**config.mk**
```make
export PLATFORM = sky130hd
export DESIGN_NAME = reorder_buffer
export DESIGN_NICKNAME = d
export VERILOG_FILES = /design/src/rtl/tomasulo_pkg.sv /design/src/rtl/rob_operand_read.sv /design/src/rtl/reorder_buffer.sv
export SDC_FILE = /design/constraint.sdc
export NUM_CORES = 1
export LEC_CHECK = 0
export CAP_MARGIN = 20
export CORE_MARGIN = 2
export CORE_UTILIZATION = 44
export DETAILED_ROUTE_END_ITERATION = 6
export PLACE_DENSITY = 0.65
export SYNTH_ARGS = -nofsm -noshare
export SYNTH_HDL_FRONTEND = slang
export SYNTH_HIERARCHICAL = 1
export SYNTH_SLANG_ARGS = --single-unit
```
**constraint.sdc**
```tcl
create_clock -name clk1 -period 3.35 [get_ports clk1]
set_clock_uncertainty 0.05 [all_clocks]
set_input_delay 0.5025 -clock clk1 [delete_from_list [all_inputs] [get_ports clk1]]
set_output_delay 0.5025 -clock clk1 [all_outputs]
set_load 0.02 [all_outputs]
```
**src/rtl/tomasulo_pkg.sv**
```systemverilog
// Shared Tomasulo core definitions: ROB sizing, opcode and entry-type
// constants, and the ROB entry payload.
package tomasulo_pkg;

    localparam int unsigned DEPTH  = 8;
    localparam int unsigned TAG_W  = 3;
    localparam int unsigned DATA_W = 16;
    localparam int unsigned REG_W  = 4;
    localparam int unsigned CNT_W  = TAG_W + 1;

    // Issue-stage opcodes
    localparam logic [3:0] OP_ADD   = 4'b0000;
    localparam logic [3:0] OP_SUB   = 4'b0001;
    localparam logic [3:0] OP_MUL   = 4'b0010;
    localparam logic [3:0] OP_DIV   = 4'b0011;
    localparam logic [3:0] OP_LOAD  = 4'b0100;
    localparam logic [3:0] OP_STORE = 4'b0101;
    localparam logic [3:0] OP_BEQ   = 4'b0110;
    localparam logic [3:0] OP_BNEQ  = 4'b0111;

    // ROB entry kinds
    typedef enum logic [1:0] {
        T_REG    = 2'd0,
        T_STORE  = 2'd1,
        T_BRANCH = 2'd2
    } rob_type_e;

    typedef struct packed {
        logic              busy;
        logic              ready;
        rob_type_e         typ;
        logic [REG_W-1:0]  dest;
        logic [DATA_W-1:0] value;
        logic              mispredict;
    } rob_entry_t;

endpackage

```
**src/rtl/rob_operand_read.sv**
```systemverilog
// Combinational operand lookup into the ROB with same-cycle CDB forwarding.
// Ports:
//   i_tag                         - tag being looked up
//   i_busy / i_ready / i_value    - per-entry ROB state
//   i_cdb_valid/_tag/_value       - current CDB broadcast
//   o_ready_c / o_value_c         - value available and its contents
module rob_operand_read
    import tomasulo_pkg::*;
(
    input  logic [TAG_W-1:0]             i_tag,
    input  logic [DEPTH-1:0]             i_busy,
    input  logic [DEPTH-1:0]             i_ready,
    input  logic [DEPTH-1:0][DATA_W-1:0] i_value,
    input  logic                         i_cdb_valid,
    input  logic [TAG_W-1:0]             i_cdb_tag,
    input  logic [DATA_W-1:0]            i_cdb_value,
    output logic                         o_ready_c,
    output logic [DATA_W-1:0]            o_value_c
);

    // Only busy entries answer; a live CDB hit wins over the stored value.
    always_comb begin
        o_ready_c = 1'b0;
        o_value_c = '0;
        if (i_busy[i_tag]) begin
            if (i_cdb_valid && (i_cdb_tag == i_tag)) begin
                o_ready_c = 1'b1;
                o_value_c = i_cdb_value;
            end else if (i_ready[i_tag]) begin
                o_ready_c = 1'b1;
                o_value_c = i_value[i_tag];
            end
        end
    end

endmodule

```
**src/rtl/reorder_buffer.sv**
```systemverilog
// Eight-entry in-order reorder buffer: allocates tags at issue, captures CDB
// results, retires one entry per cycle in program order and flushes all
// speculative state when a mispredicted branch retires.
// Ports:
//   clk1, rst                       - clock, synchronous active-high reset
//   alloc_valid/_type/_dest         - issue request; alloc_ready/alloc_tag grant
//   cdb_valid/_tag/_value/_mispredict - result broadcast
//   src1/2_tag -> src1/2_ready/_value - combinational operand lookup
//   commit_*                        - registered retire pulse and contents
//   flush                           - registered pulse with a mispredict retire
//   count                           - occupied entries
module reorder_buffer
    import tomasulo_pkg::*;
(
    input  logic              clk1,
    input  logic              rst,
    input  logic              alloc_valid,
    input  logic [1:0]        alloc_type,
    input  logic [REG_W-1:0]  alloc_dest,
    output logic              alloc_ready,
    output logic [TAG_W-1:0]  alloc_tag,
    input  logic              cdb_valid,
    input  logic [TAG_W-1:0]  cdb_tag,
    input  logic [DATA_W-1:0] cdb_value,
    input  logic              cdb_mispredict,
    input  logic [TAG_W-1:0]  src1_tag,
    input  logic [TAG_W-1:0]  src2_tag,
    output logic              src1_ready,
    output logic              src2_ready,
    output logic [DATA_W-1:0] src1_value,
    output logic [DATA_W-1:0] src2_value,
    output logic              commit_valid,
    output logic [1:0]        commit_type,
    output logic [REG_W-1:0]  commit_dest,
    output logic [DATA_W-1:0] commit_value,
    output logic [TAG_W-1:0]  commit_tag,
    output logic              flush,
    output logic [CNT_W-1:0]  count
);

    localparam logic [CNT_W-1:0] FULL_CNT = CNT_W'(DEPTH);

    rob_entry_t        r_rob [DEPTH];
    logic [TAG_W-1:0]  r_head;
    logic [TAG_W-1:0]  r_tail;
    logic [CNT_W-1:0]  r_count;
    logic              r_commit_valid;
    logic [1:0]        r_commit_type;
    logic [REG_W-1:0]  r_commit_dest;
    logic [DATA_W-1:0] r_commit_value;
    logic [TAG_W-1:0]  r_commit_tag;
    logic              r_flush;

    rob_entry_t                 w_head;
    logic                       w_commit;
    logic                       w_flush;
    logic                       w_alloc_ready;
    logic                       w_alloc;
    logic [DEPTH-1:0]           w_busy;
    logic [DEPTH-1:0]           w_ready;
    logic [DEPTH-1:0][DATA_W-1:0] w_value;

    // Retire / flush decision on the head entry; a pending flush blocks alloc.
    always_comb begin
        w_head        = r_rob[r_head];
        w_commit      = w_head.busy && w_head.ready;
        w_flush       = w_commit && (w_head.typ == T_BRANCH) && w_head.mispredict;
        w_alloc_ready = (r_count != FULL_CNT) && !w_flush;
        w_alloc       = alloc_valid && w_alloc_ready;
    end

    // Flatten entry state for the lookup ports.
    always_comb begin
        w_busy  = '0;
        w_ready = '0;
        w_value = '0;
        for (int unsigned i = 0; i < DEPTH; i++) begin
            w_busy[i]  = r_rob[i].busy;
            w_ready[i] = r_rob[i].ready;
            w_value[i] = r_rob[i].value;
        end
    end

    // Entry, pointer, occupancy and retire-port state.
    always_ff @(posedge clk1) begin
        if (rst) begin
            r_head         <= '0;
            r_tail         <= '0;
            r_count        <= '0;
            r_commit_valid <= 1'b0;
            r_commit_type  <= '0;
            r_commit_dest  <= '0;
            r_commit_value <= '0;
            r_commit_tag   <= '0;
            r_flush        <= 1'b0;
            for (int unsigned i = 0; i < DEPTH; i++) begin
                r_rob[i] <= '0;
            end
        end else begin
            r_commit_valid <= w_commit;
            r_flush        <= w_flush;
            if (w_commit) begin
                r_commit_type  <= w_head.typ;
                r_commit_dest  <= w_head.dest;
                r_commit_value <= w_head.value;
                r_commit_tag   <= r_head;
            end

            if (w_flush) begin
                r_head  <= '0;
                r_tail  <= '0;
                r_count <= '0;
                for (int unsigned i = 0; i < DEPTH; i++) begin
                    r_rob[i] <= '0;
                end
            end else begin
                // Results for entries not in flight are dropped.
                if (cdb_valid && r_rob[cdb_tag].busy) begin
                    r_rob[cdb_tag].ready      <= 1'b1;
                    r_rob[cdb_tag].value      <= cdb_value;
                    r_rob[cdb_tag].mispredict <= cdb_mispredict;
                end
                if (w_commit) begin
                    r_rob[r_head].busy  <= 1'b0;
                    r_rob[r_head].ready <= 1'b0;
                    r_head              <= r_head + TAG_W'(1);
                end
                // Tail slot is never the committing head: that needs empty or full.
                if (w_alloc) begin
                    r_rob[r_tail] <= '{busy:       1'b1,
                                       ready:      1'b0,
                                       typ:        rob_type_e'(alloc_type),
                                       dest:       alloc_dest,
                                       value:      '0,
                                       mispredict: 1'b0};
                    r_tail        <= r_tail + TAG_W'(1);
                end
                r_count <= r_count + CNT_W'(w_alloc) - CNT_W'(w_commit);
            end
        end
    end

    rob_operand_read u_src1_read (
        .i_tag       (src1_tag),
        .i_busy      (w_busy),
        .i_ready     (w_ready),
        .i_value     (w_value),
        .i_cdb_valid (cdb_valid),
        .i_cdb_tag   (cdb_tag),
        .i_cdb_value (cdb_value),
        .o_ready_c   (src1_ready),
        .o_value_c   (src1_value)
    );

    rob_operand_read u_src2_read (
        .i_tag       (src2_tag),
        .i_busy      (w_busy),
        .i_ready     (w_ready),
        .i_value     (w_value),
        .i_cdb_valid (cdb_valid),
        .i_cdb_tag   (cdb_tag),
        .i_cdb_value (cdb_value),
        .o_ready_c   (src2_ready),
        .o_value_c   (src2_value)
    );

    assign alloc_ready  = w_alloc_ready;
    assign alloc_tag    = r_tail;
    assign count        = r_count;
    assign commit_valid = r_commit_valid;
    assign commit_type  = r_commit_type;
    assign commit_dest  = r_commit_dest;
    assign commit_value = r_commit_value;
    assign commit_tag   = r_commit_tag;
    assign flush        = r_flush;

endmodule
```
==> impl_metrics.env, run 1 <==
export IMPL_crit_type="in2out"
export IMPL_firstDrtPassIters=5
export IMPL_p_int_w=0.00514
export IMPL_critPathSlowestCell="clkdlybuf4s50_1"
export IMPL_wl_um=42800
export IMPL_layout_nets=1482
export IMPL_p_clk_share_pct=43.6
export IMPL_fill_cells=2709
export IMPL_min_path_type="reg2reg"
export IMPL_p_seq_share_pct=44.7
export IMPL_layout_commonest_cell="nand2_1"
export IMPL_place_congestion=0.901
export IMPL_synth_area_mm2=0.0137
export IMPL_synth_top_cell_by_area="dfxtp_1"
export IMPL_first_iter_violations=1154
export IMPL_cts_sinks=240
export IMPL_critPathCapture="src2_ready"
export IMPL_cp_cell_sequence="clkdlybuf4s50_1, buf_4, xnor2_1, and4_1, buf_4, o21a_1, clkdlybuf4s50_1"
export IMPL_synthXorXnorAreaFrac_pct=0.641
export IMPL_worst_r2r_endpoint="count[3]"
export IMPL_clk_pin_slew_worst_paths_ns=0.06
export IMPL_status="finished clean"
export IMPL_p_leak_nw=5.90
export IMPL_r2r_slack_ns=0.33
export IMPL_synth_seq_cells=240
export IMPL_syn_inst=1356
export IMPL_finalSetupViolCount=0
export IMPL_hold_buffers=0
export IMPL_end_kind="primary output"
export IMPL_antenna_found_initial=1
export IMPL_slew_violations=0
export IMPL_vias=11400
export IMPL_instances_no_fill=1854
export IMPL_synth_fa_ha_area_share_pct=0.787
export IMPL_peakVddDrop_mv=0.384
export IMPL_grt_pass1_wl_um=66600
export IMPL_crit_cells=7
export IMPL_numPortBuffers=104
export IMPL_syn_area_per_cell_um2=10.1
export IMPL_slew_headroom_pct=55.1
export IMPL_synth_nets=1400
export IMPL_drc=0
export IMPL_timing_final_crit_share_pct=96.5
export IMPL_worst_path_buf_inv=4
export IMPL_synth_top_family_by_area="multiplexers"
export IMPL_start_kind="primary input"
export IMPL_synth_edf_count=48
export IMPL_die_w_um=180
export IMPL_cts_tree="built"
export IMPL_cts_buffers=26
export IMPL_initial_utilization_pct=44.7
export IMPL_power_w=0.00686
export IMPL_core_area_mm2=0.0306
export IMPL_ys_seq_area_share_pct=38.7
export IMPL_vias_per_cell=6.15
export IMPL_required_ns=2.80
export IMPL_grt_max_degree=52
export IMPL_synth_area_top_cells="dfxtp_1 (28%), mux4_2 (19%), edfxtp_1 (11%), nand2_1 (9.1%), o22ai_1 (6.2%)"
export IMPL_grt_use_total_pct=26.1
export IMPL_die_h_um=180
export IMPL_p_sw_w=0.00172
export IMPL_cts_htree_levels=1
export IMPL_clock_latency_ns=0.53
export IMPL_cts_setup_buffers=0
export IMPL_synth_area_mux_share_pct=24.7
export IMPL_reg2reg_depth=12
export IMPL_switching_share_pct=25.1
export IMPL_startpoint="src2_tag[0]"
export IMPL_critPathArrivalTime_ns=2.68
export IMPL_layout_common_cells="nand2_1 (331), dfxtp_1 (189), o22ai_1 (136)"
export IMPL_synth_compound_area_share_pct=13.3
export IMPL_p_per_area_mw_per_mm2=425
export IMPL_hold_start="commit_tag[1]"
export IMPL_clockRootBuffer="clkbuf_16"
export IMPL_dp_cells=1806
export IMPL_cts_buffer_depth=3
export IMPL_area_growth_pct=18.0
export IMPL_period_needed_ns=3.23
export IMPL_async_flop_share_pct=0
export IMPL_grt_overflow=0
export IMPL_die_area_mm2=0.0325
export IMPL_drive_above_1_share_pct=23.2
export IMPL_synth_cell_types=55
export IMPL_first_global_vias=11400
export IMPL_synth_top_cell_area_share_pct=28.1
export IMPL_max_stage_delay_ns=0.59
export IMPL_yosysWarnings=6
export IMPL_rows=64
export IMPL_dp_hpwl_um=28700
export IMPL_hold_viol=0
export IMPL_max_freq_ghz=0.309
export IMPL_rsz0062_at_grt="no"
export IMPL_final_antenna_net_count=0
export IMPL_cp_max_fo=13
export IMPL_worst_pin_slew_ns=0.668
export IMPL_avgRoutedWirePerCell_um=23.1
export IMPL_io_pins=105
export IMPL_power_frac_comb_pct=11.8
export IMPL_path_delay_family="buffers and inverters"
export IMPL_synthSimpleGateAreaFrac_pct=15.7
export IMPL_synthFlopType="dfxtp_1"
export IMPL_drv_cap=0
## registers in the layout, summed over array words and instances, names as in the netlist, named ones only
| name | cells |
|---|---|
| r_rob | 200 |
| commit_valid | 1 |
| alloc_tag | 3 |
| count | 4 |
| commit_value | 16 |
| r_head | 3 |
| flush | 1 |
| commit_tag | 3 |
| commit_type | 2 |
| commit_dest | 4 |
## metrics by stage
step | hold slack (ns) | utilization (%) | worst slack [ns] | TNS, ns | area (µm²)
after CTS | 0.398 | 52.7 | 0.00117 | 0 | 16100
after floorplan | 0.393 | - | 0.132 | 0 | 13700
after detailed placement | 0.395 | 49.9 | -0.0581 | -0.656 | 15300
final | 0.400 | 52.7 | 0.118 | 0 | 16100
after global routing | 0.440 | 52.7 | 0.0172 | 0 | 16100
after global placement | 0.389 | 49.9 | 0.00350 | 0 | 15300
## how the worst min path moves through the flow
stage | depth (start not counted) | slack [ns] | endpoint
after floorplan | 2 | 0.39 | r_rob[6][0]
after global placement | 2 | 0.39 | commit_tag[1]
after detailed placement | 2 | 0.39 | commit_tag[1]
after CTS | 2 | 0.40 | commit_valid
after global routing | 2 | 0.44 | commit_tag[0]
final | 2 | 0.40 | commit_tag[1]
## synth_stat cells (9+ instances only)
master and n:
buf_2 21, a211oi_1 27, mux2i_1 28, edfxtp_1 48, o21ai_1 12, nand3_1 34
o21ai_2 31, buf_6 21, nor2b_1 12, o21ai_4 12, buf_4 14, inv_1 14
mux4_2 115, dfxtp_1 192, nand2b_1 9, buf_1 26, o21ai_0 10, mux2_2 35
clkbuf_1 49, a21oi_1 14, o22ai_1 136, nor2_1 91, nand2_1 331
## cells by family after synthesis
| group | after synthesis |
|---|---|
| XOR/XNOR | 10 |
| adder cells (fa/ha/maj) | 8 |
| flip-flops | 240 |
| buffers and inverters | 149 |
| AND/OR/NAND/NOR | 509 |
| AO/OA/AOI/OAI | 256 |
| multiplexers | 184 |
## final cells by class
type / count / area, µm² / share of cell area [%]
inverters: 15 / 56.3 / 0.349
multi-input cells: 967 / 7550 / 46.9
clock buffers: 38 / 757 / 4.70
diodes: 1 / 2.50 / 0.0155
clock inverters: 9 / 125 / 0.776
repair buffers: 188 / 1840 / 11.4
well taps: 396 / 495 / 3.07
flip-flops and latches: 240 / 5290 / 32.8
## worst reg2reg max path, stage by stage, from the launching register on
cell	delay, ns
dfxtp_2	0.42
mux4_2	0.53
mux2_2	0.30
a41o_2	0.29
nor2_4	0.12
or2_2	0.12
ha_1	0.17
inv_1	0.06
ha_1	0.27
a21o_1	0.19
a21oi_1	0.17
xor2_1	0.17
nor2_1	0.06
## what timing repair did
item | 4_1_cts | 5_1_grt
gates cloned | 0 | 0
endpoints found under the setup margin | 27 | 6
resized for setup | 28 | 6
## power groups by stage
stage / Clock, W / Sequential, W / Combinational (W)
after detailed placement: 0 / 0.00313 / 0.000804
after floorplan: 0 / 0.00314 / 0.000484
after CTS: 0.00301 / 0.00306 / 0.000803
after global placement: 0 / 0.00312 / 0.000790
after global routing: 0.00312 / 0.00307 / 0.000868
final: 0.00299 / 0.00306 / 0.000807
## per-layer routing
layer  global-route usage (%)  part of all wire (%)  vias up
met5                        0                     0        -
met1                     34.6                    41     5610
met2                     42.5                    47      549
met3                     5.76                   9.6      100
li1                         -                     -     5143
met4                     8.32                   2.8        0
(Power assumes the default switching activity.)
==> run 2: changes to the inputs <==
--- a/config.mk
+++ b/config.mk
@@ -9,7 +9,7 @@
 export CORE_MARGIN = 2
 export CORE_UTILIZATION = 44
 export DETAILED_ROUTE_END_ITERATION = 6
-export PLACE_DENSITY = 0.65
+export PLACE_DENSITY = 0.76
 export SYNTH_ARGS = -nofsm -noshare
 export SYNTH_HDL_FRONTEND = slang
 export SYNTH_HIERARCHICAL = 1
==> run 2 against run 1 <==
  * Combinational power is 4.0% lower
  * Sequential cell count unchanged
  * Maximum frequency decreased by 1.6%
  * Sequential power about the same
  * Via count up 2.4%
  * Wire length down 1.7%
  * Count of clock-buffer cells in the layout down 5
  * Cell count decreased by 1.4%
  * Power down 4.3%
  * Sequential share of layout area grew 0.70 points
  * Setup slack worse by 0.054 ns
  * Critical endpoint unchanged
  * Largest power group unchanged
==> impl_metrics.env, run 2 (synthesis gave the netlist of run 1 again) <==
export IMPL_status="finished clean"
export IMPL_cts_htree_levels=1
export IMPL_antenna_found_initial=1
export IMPL_required_ns=2.80
export IMPL_die_w_um=180
export IMPL_core_area_mm2=0.0306
export IMPL_grt_pass1_wl_um=64500
export IMPL_r2r_slack_ns=0.14
export IMPL_slew_headroom_pct=28.6
export IMPL_peakVddDrop_mv=0.341
export IMPL_firstDrtPassIters=5
export IMPL_final_antenna_net_count=0
export IMPL_avgRoutedWirePerCell_um=23.0
export IMPL_layout_common_cells="nand2_1 (331), dfxtp_1 (190), o22ai_1 (136)"
export IMPL_io_pins=105
export IMPL_end_kind="primary output"
export IMPL_path_delay_family="buffers and inverters"
export IMPL_place_area_mm2=0.0150
export IMPL_p_leak_nw=5.68
export IMPL_clockRootBuffer="clkbuf_16"
export IMPL_n_antenna_cell=0
export IMPL_worst_pin_slew_ns=1.07
export IMPL_cts_tree="built"
export IMPL_place_congestion=0.864
export IMPL_wl_um=42100
export IMPL_slew_violations=0
export IMPL_grt_overflow=0
export IMPL_worst_path_buf_inv=2
export IMPL_post_route_util_pct=51.6
export IMPL_placement_setup_worst_slack_ns=-0.104
export IMPL_fill_cells=2625
export IMPL_crit_type="in2out"
export IMPL_layout_commonest_cell="nand2_1"
export IMPL_area_growth_pct=15.5
export IMPL_p_per_area_mw_per_mm2=416
export IMPL_critPathSlowestCell="clkdlybuf4s50_1"
export IMPL_finalSetupViolCount=0
export IMPL_cts_sinks=240
export IMPL_first_iter_violations=1320
export IMPL_grt_use_total_pct=25.0
export IMPL_numPortBuffers=104
export IMPL_dp_hpwl_um=27200
export IMPL_cts_buffers=25
export IMPL_stdcell_area_mm2=0.0158
export IMPL_regMostFlops="r_rob"
export IMPL_hold_start="rst"
export IMPL_largest_register_ffs=200
export IMPL_power_w=0.00656
export IMPL_period_needed_ns=3.29
export IMPL_max_freq_ghz=0.304
export IMPL_clk_pin_slew_worst_paths_ns=0.07
export IMPL_min_path_type="in2reg"
export IMPL_layout_nets=1458
export IMPL_die_h_um=180
export IMPL_hold_viol=0
export IMPL_drive_above_1_share_pct=21.4
export IMPL_startpoint="src2_tag[0]"
export IMPL_drc=0
export IMPL_cts_buffer_depth=3
export IMPL_cpMostUsedCell="clkdlybuf4s50_1"
export IMPL_max_stage_delay_ns=0.61
export IMPL_timing_final_crit_share_pct=98.1
export IMPL_rows=64
export IMPL_cp_max_fo=3
export IMPL_cp_cell_sequence="clkdlybuf4s50_1, mux4_1, mux2_4, o21a_1, clkdlybuf4s50_1"
export IMPL_vias_per_cell=6.39
export IMPL_drv_cap=0
export IMPL_vias=11700
export IMPL_clock_latency_ns=0.52
export IMPL_worst_slack_ns=0.0642
export IMPL_grt_max_degree=52
export IMPL_critPathArrivalTime_ns=2.73
export IMPL_first_global_vias=11300
export IMPL_hold_buffers=0
export IMPL_initial_utilization_pct=44.7
export IMPL_start_kind="primary input"
export IMPL_die_area_mm2=0.0325
## run 2: what timing repair did
item / CTS / global route
buffers inserted: 0 / 0
endpoints found under the setup margin: 34 / 4
gates cloned: 0 / 0
gates resized for setup: 33 / 6
pin swaps: 0 / 0
endpoints found under the hold margin: 0 / 0
## run 2: through the flow
step / hold WS [ns] / TNS [ns] / instances
after detailed placement: 0.403 / -1.64 / 1783
after global placement: 0.391 / -0.314 / 1783
after floorplan: 0.393 / 0 / 1356
after CTS: 0.330 / 0 / 1828
after global routing: 0.348 / -0.0162 / 1828
final: 0.331 / 0 / 1828
## run 2: worst reg2reg max path, stage by stage, from the launching register on
cell	delay (ns)
dfxtp_2	0.37
inv_1	0.20
mux4_2	0.53
mux2_2	0.36
buf_4	0.36
o21ai_2	0.95
o22ai_1	0.22
## run 2: path summary, 6_finish.rpt
kind / endpoint / cells past startpoint
worst max-delay path: src2_ready / 5
worst min-delay path: commit_valid / 2
worst max register to register: r_rob[1][13] / 6
worst min register to register: commit_tag[1] / 2
## run 2: cell type report
type	instances	area, µm²	area share, %
multi-input cells	967	7540	47.8
flip-flops and latches	240	5290	33.5
repair buffers	165	1610	10.2
clock buffers	33	676	4.28
well taps	396	495	3.14
clock inverters	12	108	0.682
inverters	15	56.3	0.357
## run 2: routing by layer
metal	wire length, µm	up-vias	GRT usage (%)
li1	-	5103	-
met1	16500	5767	32.9
met2	19800	688	40.2
met3	4310	121	5.11
met4	1510	0	10.5
met5	0	-	0
## run 2: where the power goes
part,leakage (nW),switching [W],internal [W]
logic,3.25,0.000469,0.000306
clock network,0.384,0.00116,0.00157
registers,2.05,0.0000485,0.00302
total,5.68,0.00167,0.00489
